<file path="config.mk">
export PLATFORM = sky130hd
export DESIGN_NAME = mux3_hold_flat
export DESIGN_NICKNAME = d
export VERILOG_FILES = /design/src/rtl/mux3_hold_pkg.sv /design/src/rtl/mux3_hold_if.sv /design/src/rtl/mux3_hold_sat_counter.sv /design/src/rtl/mux3_hold.sv /design/src/flat_wrapper.sv
export SDC_FILE = /design/constraint.sdc
export NUM_CORES = 1
export LEC_CHECK = 0
export ABC_AREA = 1
export BUFFER_PORTS_ARGS = -buffer_cell sky130_fd_sc_hd__buf_2
export CAP_MARGIN = 20
export CORE_MARGIN = 2
export CORE_UTILIZATION = 38
export CTS_CLUSTER_SIZE = 12
export DETAILED_ROUTE_END_ITERATION = 7
export MAX_ROUTING_LAYER = met4
export PLACE_DENSITY = 0.89
export SLEW_MARGIN = 20
export SYNTH_ARGS = -nofsm -noshare
export SYNTH_HDL_FRONTEND = slang
export SYNTH_HIERARCHICAL = 1
export SYNTH_SLANG_ARGS = --single-unit
</file>
<file path="constraint.sdc">
create_clock -name clk -period 3 [get_ports clk]
set_input_delay 0.15 -clock clk [delete_from_list [all_inputs] [get_ports clk]]
set_output_delay 0.15 -clock clk [all_outputs]
set_load 0.01 [all_outputs]
</file>
<file path="src/rtl/mux3_hold_pkg.sv">
// Shared select-code definitions for the 3-to-1 hold mux.
// Latency: n/a (types and constants only).
// Backpressure: n/a.
package mux_pkg;

  typedef logic [1:0] sel_t;

  localparam sel_t SEL_D0      = 2'b00;
  localparam sel_t SEL_D1      = 2'b01;
  localparam sel_t SEL_D2      = 2'b10;
  localparam sel_t SEL_INVALID = 2'b11;

  // True for the three codes that name a real data input.
  function automatic logic sel_is_legal(input sel_t s);
    return (s != SEL_INVALID);
  endfunction

endpackage

</file>
<file path="src/rtl/mux3_hold_if.sv">
// Bundles the data inputs, the select code and the status outputs of mux3_hold.
// Latency: n/a (wiring only).
// Backpressure: none; there is no handshake on this bus.
// Ports: d0/d1/d2 data, s select, y selected data, sel_invalid,
//        last_sel, invalid_count status.
interface mux3_hold_if
  import mux_pkg::*;
#(
  parameter int WIDTH     = 32,
  parameter int CNT_WIDTH = 8
);

  logic [WIDTH-1:0]     d0;
  logic [WIDTH-1:0]     d1;
  logic [WIDTH-1:0]     d2;
  sel_t                 s;
  logic [WIDTH-1:0]     y;
  logic                 sel_invalid;
  sel_t                 last_sel;
  logic [CNT_WIDTH-1:0] invalid_count;

  // Driver side: supplies data and select, observes result and status.
  modport master (
    output d0, d1, d2, s,
    input  y, sel_invalid, last_sel, invalid_count
  );

  // Mux side.
  modport slave (
    input  d0, d1, d2, s,
    output y, sel_invalid, last_sel, invalid_count
  );

endinterface

</file>
<file path="src/rtl/mux3_hold_sat_counter.sv">
// Saturating up-counter: counts clock edges with inc high, sticks at all-ones.
// Latency: count updates one clk edge after inc is sampled.
// Backpressure: none; inc is sampled every edge.
// Ports: clk, reset (sync, active-high), inc, count.
module sat_counter #(
  parameter int CNT_WIDTH = 8
) (
  input  logic                 clk,
  input  logic                 reset,
  input  logic                 inc,
  output logic [CNT_WIDTH-1:0] count
);

  always_ff @(posedge clk) begin
    if (reset) begin
      count <= '0;
    end else if (inc && (count != {CNT_WIDTH{1'b1}})) begin
      count <= count + 1'b1;
    end
  end

endmodule

</file>
<file path="src/rtl/mux3_hold.sv">
// 3-to-1 data selector; the illegal code 2'b11 keeps passing the last legal input.
// Latency: y and sel_invalid are combinational; last_sel/invalid_count update on clk.
// Backpressure: none; every input is consumed as presented.
// Ports: clk, reset (sync, active-high), bus (slave side of mux3_hold_if).
module mux3_hold
  import mux_pkg::*;
#(
  parameter int WIDTH     = 32,
  parameter int CNT_WIDTH = 8
) (
  input  logic  clk,
  input  logic  reset,
  mux3_hold_if.slave bus
);

  sel_t last_sel_q;
  sel_t eff_sel;
  logic legal;

  assign legal           = sel_is_legal(bus.s);
  assign bus.sel_invalid = ~legal;
  assign bus.last_sel    = last_sel_q;

  // On the illegal code the live data of the remembered input is routed, so
  // a change on that input still reaches y without waiting for a clock.
  always_comb begin
    eff_sel = bus.s;
    if (!legal) begin
      eff_sel = last_sel_q;
    end
    case (eff_sel)
      SEL_D0:  bus.y = bus.d0;
      SEL_D1:  bus.y = bus.d1;
      default: bus.y = bus.d2;
    endcase
  end

  // Reset lands on d2 so illegal selects right after reset have a defined
  // source; only legal codes are ever loaded, so 2'b11 is never stored.
  always_ff @(posedge clk) begin
    if (reset) begin
      last_sel_q <= SEL_D2;
    end else if (legal) begin
      last_sel_q <= bus.s;
    end
  end

  sat_counter #(
    .CNT_WIDTH (CNT_WIDTH)
  ) u_invalid_cnt (
    .clk   (clk),
    .reset (reset),
    .inc   (~legal),
    .count (bus.invalid_count)
  );

endmodule

</file>
<file path="src/flat_wrapper.sv">
// flat-port wrapper written by rule: the top's interface ports become plain ports
module mux3_hold_flat import mux_pkg::*;
#(
  parameter int WIDTH     = 32,
  parameter int CNT_WIDTH = 8
)
  (clk, reset, bus_d0, bus_d1, bus_d2, bus_s, bus_y, bus_sel_invalid, bus_last_sel, bus_invalid_count);
  mux3_hold_if #(.WIDTH(WIDTH), .CNT_WIDTH(CNT_WIDTH)) bus_i ();
  input  logic clk;
  input  logic reset;
  input wire logic [$bits(bus_i.d0)-1:0] bus_d0;
  input wire logic [$bits(bus_i.d1)-1:0] bus_d1;
  input wire logic [$bits(bus_i.d2)-1:0] bus_d2;
  input wire logic [$bits(bus_i.s)-1:0] bus_s;
  output wire logic [$bits(bus_i.y)-1:0] bus_y;
  output wire logic [$bits(bus_i.sel_invalid)-1:0] bus_sel_invalid;
  output wire logic [$bits(bus_i.last_sel)-1:0] bus_last_sel;
  output wire logic [$bits(bus_i.invalid_count)-1:0] bus_invalid_count;
  assign bus_i.d0 = bus_d0;
  assign bus_i.d1 = bus_d1;
  assign bus_i.d2 = bus_d2;
  assign bus_i.s = bus_s;
  assign bus_y = bus_i.y;
  assign bus_sel_invalid = bus_i.sel_invalid;
  assign bus_last_sel = bus_i.last_sel;
  assign bus_invalid_count = bus_i.invalid_count;
  mux3_hold #(.WIDTH(WIDTH), .CNT_WIDTH(CNT_WIDTH)) u_core (.clk(clk), .reset(reset), .bus(bus_i));
endmodule
</file>
==> impl_metrics.xml <==
<?xml version="1.0" encoding="UTF-8"?>
<metrics>
  <group name="logic_synthesis">
    <metric name="ys.warnings.count" unit="">6</metric>
    <metric name="synth_xor_xnor_area_share" unit="%">0</metric>
    <metric name="main_combinational_cell_family_by_area_after_synthesis" unit="">simple AND/OR/NAND/NOR gates</metric>
    <metric name="synth_compound_gate_area_share" unit="%">3.34</metric>
    <metric name="synth_cell_type_count" unit="">18</metric>
    <metric name="syn-mean-instance-area" unit="sq um">5.55</metric>
    <metric name="post_synth_instance_area" unit="sq um">1310</metric>
    <metric name="synthAdderAreaFrac" unit="%">0.955</metric>
    <metric name="synth_fp_nets" unit="">337</metric>
    <metric name="ys_seq_elements" unit="">10</metric>
    <metric name="synth_simple_gate_area_share" unit="%">64.9</metric>
    <metric name="ys_seq_area_share" unit="%">15.3</metric>
    <metric name="synthesis.instances" unit="">236</metric>
    <metric name="mux_share_of_post_synthesis_cell_area" unit="%">0</metric>
  </group>
  <group name="cts">
    <metric name="clock_latency" unit="ps">280</metric>
    <metric name="cts_tree" unit="">yes</metric>
    <metric name="tritoncts.num_buffers" unit="">3</metric>
    <metric name="number_of_clock_sinks_seen_by_cts" unit="">10</metric>
    <metric name="htree_levels" unit="">1</metric>
    <metric name="clk_pin_slew" unit="ps">70</metric>
    <metric name="cts_post_setup_buffers_inserted" unit="">0</metric>
    <metric name="clock-root-buffer" unit="">sky130_fd_sc_hd__clkbuf_4</metric>
    <metric name="post_cts.resized_instances" unit="">0</metric>
    <metric name="cts-root-to-sink-buffers" unit="">2</metric>
    <metric name="cts_hold_buffers" unit="">0</metric>
  </group>
  <group name="critical_path">
    <metric name="crit_required" unit="ps">2850</metric>
    <metric name="worstPathMaxFanout" unit="">33</metric>
    <metric name="crit_path_end_kind" unit="">primary output</metric>
    <metric name="start_kind" unit="">flop</metric>
    <metric name="critical_path.n_buffers_inverters" unit="">3</metric>
    <metric name="critical_path_class" unit="">reg2out</metric>
    <metric name="crit_path_cell_trace" unit="">inv_1 &gt; nand2_1 &gt; nand2_2 &gt; inv_2 &gt; nand2_1 &gt; nand3_1 &gt; buf_2</metric>
    <metric name="cpMostUsedCell" unit="">sky130_fd_sc_hd__nand2_1</metric>
    <metric name="crit_path_max_incr_delay" unit="ps">550</metric>
    <metric name="crit_path_dat" unit="ps">1930</metric>
    <metric name="setup.reg_to_reg.worst_slack" unit="ps">1290</metric>
    <metric name="cp_top_family" unit="">buffers and inverters</metric>
    <metric name="critPathSlowestCell" unit="">sky130_fd_sc_hd__inv_2</metric>
  </group>
  <group name="detailed_routing">
    <metric name="detail_route.drc_violations" unit="">0</metric>
    <metric name="drt.antenna.violating_nets" unit="">0</metric>
    <metric name="routed-via-count" unit="">2063</metric>
    <metric name="routed_wire_length_per_instance" unit="microns">12.0</metric>
    <metric name="routed_wl" unit="microns">4940</metric>
    <metric name="drt-pass1-iter-count" unit="">4</metric>
    <metric name="vias_per_cell" unit="">5.01</metric>
    <metric name="drtIter0Drc" unit="">142</metric>
  </group>
  <group name="pwr">
    <metric name="power.static_leakage" unit="nW">1.16</metric>
    <metric name="power-per-cell-area" unit="nW/um^2">268</metric>
    <metric name="max-vdd-ir-drop" unit="uV">278</metric>
  </group>
  <group name="cells_and_area">
    <metric name="area_delta_synth_final" unit="%">51.7</metric>
    <metric name="final_cells" unit="">412</metric>
    <metric name="antennaDiodeCount" unit="">0</metric>
    <metric name="design_area" unit="sq um">1990</metric>
    <metric name="fraction_of_final_layout_cells_sized_beyond_drive_strength_1" unit="%">44.0</metric>
    <metric name="layout_commonest_cell" unit="">sky130_fd_sc_hd__buf_2</metric>
    <metric name="fillers" unit="">331</metric>
    <metric name="nNetsFinal" unit="">468</metric>
    <metric name="layout_common_cells" unit="">sky130_fd_sc_hd__buf_2 (142), sky130_fd_sc_hd__nand3_1 (103), sky130_fd_sc_hd__nand2_1 (55)</metric>
  </group>
  <group name="grt">
    <metric name="first_global_vias" unit="">1816</metric>
    <metric name="globalRouteTotalUtil" unit="%">25.0</metric>
    <metric name="antenna_found_initial" unit="">0</metric>
    <metric name="first_pass_grt_wire_length" unit="microns">7980</metric>
    <metric name="sum_of_overflow_across_all_layers_after_global_routing" unit="">0</metric>
    <metric name="grt_max_degree" unit="">34</metric>
  </group>
  <group name="timing">
    <metric name="slew_headroom" unit="%">57.4</metric>
    <metric name="final_critical_path_setup_slack" unit="ps">919</metric>
    <metric name="rsz0062_at_grt" unit="">false</metric>
    <metric name="skew" unit="ps">0.903</metric>
    <metric name="report.final.slew_viol_count" unit="">0</metric>
    <metric name="fin_crit_sh" unit="%">69.4</metric>
    <metric name="final_period_minus_worst_setup_slack" unit="ps">2080</metric>
    <metric name="setup_tns" unit="ps">0</metric>
    <metric name="timing_worst_slew_pin_value" unit="ps">637</metric>
    <metric name="clock.fmax" unit="MHz">481</metric>
    <metric name="timing.final.hold_violations" unit="">0</metric>
    <metric name="final-setup-viol-count" unit="">0</metric>
  </group>
  <group name="die">
    <metric name="die_extent_in_y" unit="microns">62.7</metric>
    <metric name="fp.dieW" unit="microns">62.7</metric>
    <metric name="core_area" unit="sq um">3310</metric>
    <metric name="num_rows" unit="">21</metric>
    <metric name="num_io_pins" unit="">143</metric>
    <metric name="effective_utilization_at_floorplan" unit="%">39.6</metric>
    <metric name="die_area" unit="sq um">3930</metric>
  </group>
  <group name="status">
    <metric name="outcome" unit="">complete, no violations</metric>
  </group>
  <group name="job">
    <metric name="maxCapViolCount" unit="">0</metric>
  </group>
  <group name="placement">
    <metric name="place_worst_setup_slack" unit="ps">1210</metric>
    <metric name="last_weighted_congestion_value_of_the_routability_driven_placer" unit="">0.870</metric>
    <metric name="dpl-instance-area" unit="sq um">1950</metric>
    <metric name="hpwl_detailed" unit="microns">3780</metric>
    <metric name="placed_cells" unit="">408</metric>
    <metric name="numPortBuffers" unit="">142</metric>
  </group>
  <group name="worst_hold_path">
    <metric name="min_path_type" unit="">in2reg</metric>
  </group>
</metrics>
==> area by class of cell <==
type                            instances  area, sq um  share of cell area [%]
Multi-Input combinational cell        192          907                    45.7
Clock buffer                            4         36.3                    1.83
Timing Repair Buffer                  144          726                    36.5
Inverter                               16         60.1                    3.02
Tap cell                               46         57.6                    2.90
Sequential cell                        10          200                    10.1
==> worst register-to-register path, stage by stage, from the launching register on <==
cell	delay [ps]
sky130_fd_sc_hd__dfxtp_1	310
sky130_fd_sc_hd__inv_1	50
sky130_fd_sc_hd__nand2_1	50
sky130_fd_sc_hd__nand2_2	410
sky130_fd_sc_hd__inv_2	380
sky130_fd_sc_hd__or2_2	390
==> routing by layer <==
metal  global-route usage [%]  routed length [microns]  up-vias
li1                         -                        -     1052
met1                     28.7                     2020      891
met2                     43.3                     2340      105
met3                     3.60                      420       15
met4                     11.1                      150        0
met5                        -                        0        -
==> report_power, final <==
part | internal (mW) | total, mW | switching (mW)
logic | 0.119 | 0.262 | 0.143
registers | 0.136 | 0.140 | 0.00347
clock network | 0.0740 | 0.130 | 0.0561
==> Yosys cell counts <==
| library cell | count | area, sq um |
|---|---|---|
| sky130_fd_sc_hd__a21oi_2 | 1 | 8.76 |
| sky130_fd_sc_hd__buf_6 | 8 | 90.1 |
| sky130_fd_sc_hd__buf_4 | 1 | 7.51 |
| sky130_fd_sc_hd__a21oi_1 | 6 | 30.0 |
| sky130_fd_sc_hd__nand3_2 | 2 | 20.0 |
| sky130_fd_sc_hd__o21ai_1 | 1 | 5.00 |
| sky130_fd_sc_hd__nand2_1 | 55 | 206 |
| sky130_fd_sc_hd__nor2_1 | 16 | 60.1 |
| sky130_fd_sc_hd__ha_1 | 1 | 12.5 |
| sky130_fd_sc_hd__dfxtp_1 | 10 | 200 |
| sky130_fd_sc_hd__nand2_2 | 3 | 18.8 |
| sky130_fd_sc_hd__inv_2 | 3 | 11.3 |
| sky130_fd_sc_hd__inv_1 | 13 | 48.8 |
| sky130_fd_sc_hd__buf_2 | 9 | 45.0 |
| sky130_fd_sc_hd__nand3_1 | 103 | 515 |
| sky130_fd_sc_hd__nor2_2 | 2 | 12.5 |
| sky130_fd_sc_hd__or2_2 | 1 | 6.26 |
| sky130_fd_sc_hd__nand3b_2 | 1 | 11.3 |
==> registers in the layout, summed over array words and instances (netlist names) <==
name and count:
u_core/bus.last_sel 2, u_core/u_invalid_cnt/count 8
==> cells by family after synthesis <==
logic type,count (synthesis)
AOI/OAI and AO/OA,8
adders and majority gates,1
buffers and inverters,34
DFF,10
and+or+nand+nor,183
==> through the flow <==
step	utilization, %	hold slack, ps	power [mW]
2_1_floorplan	-	222	0.290
3_3_place_gp	58.9	368	0.401
3_5_place_dp	58.9	371	0.404
4_1_cts	60.0	70.1	0.535
5_1_grt	60.0	88.6	0.567
6_report	60.0	71.9	0.532
==> path summary, 6_finish.rpt <==
check	to	cells past startpoint	startpoint
hold / removal	u_core/bus.last_sel[0]$_SDFF_PP0_	2	reset
setup / recovery	bus_y[26]	7	u_core/bus.last_sel[1]$_SDFF_PP1_
hold reg to reg	u_core/u_invalid_cnt/count[6]$_SDFFE_PP0P_	2	u_core/u_invalid_cnt/count[6]$_SDFFE_PP0P_
setup reg to reg	u_core/bus.last_sel[1]$_SDFF_PP1_	5	u_core/bus.last_sel[1]$_SDFF_PP1_
Note: power is estimated with default switching activity, not from simulation.
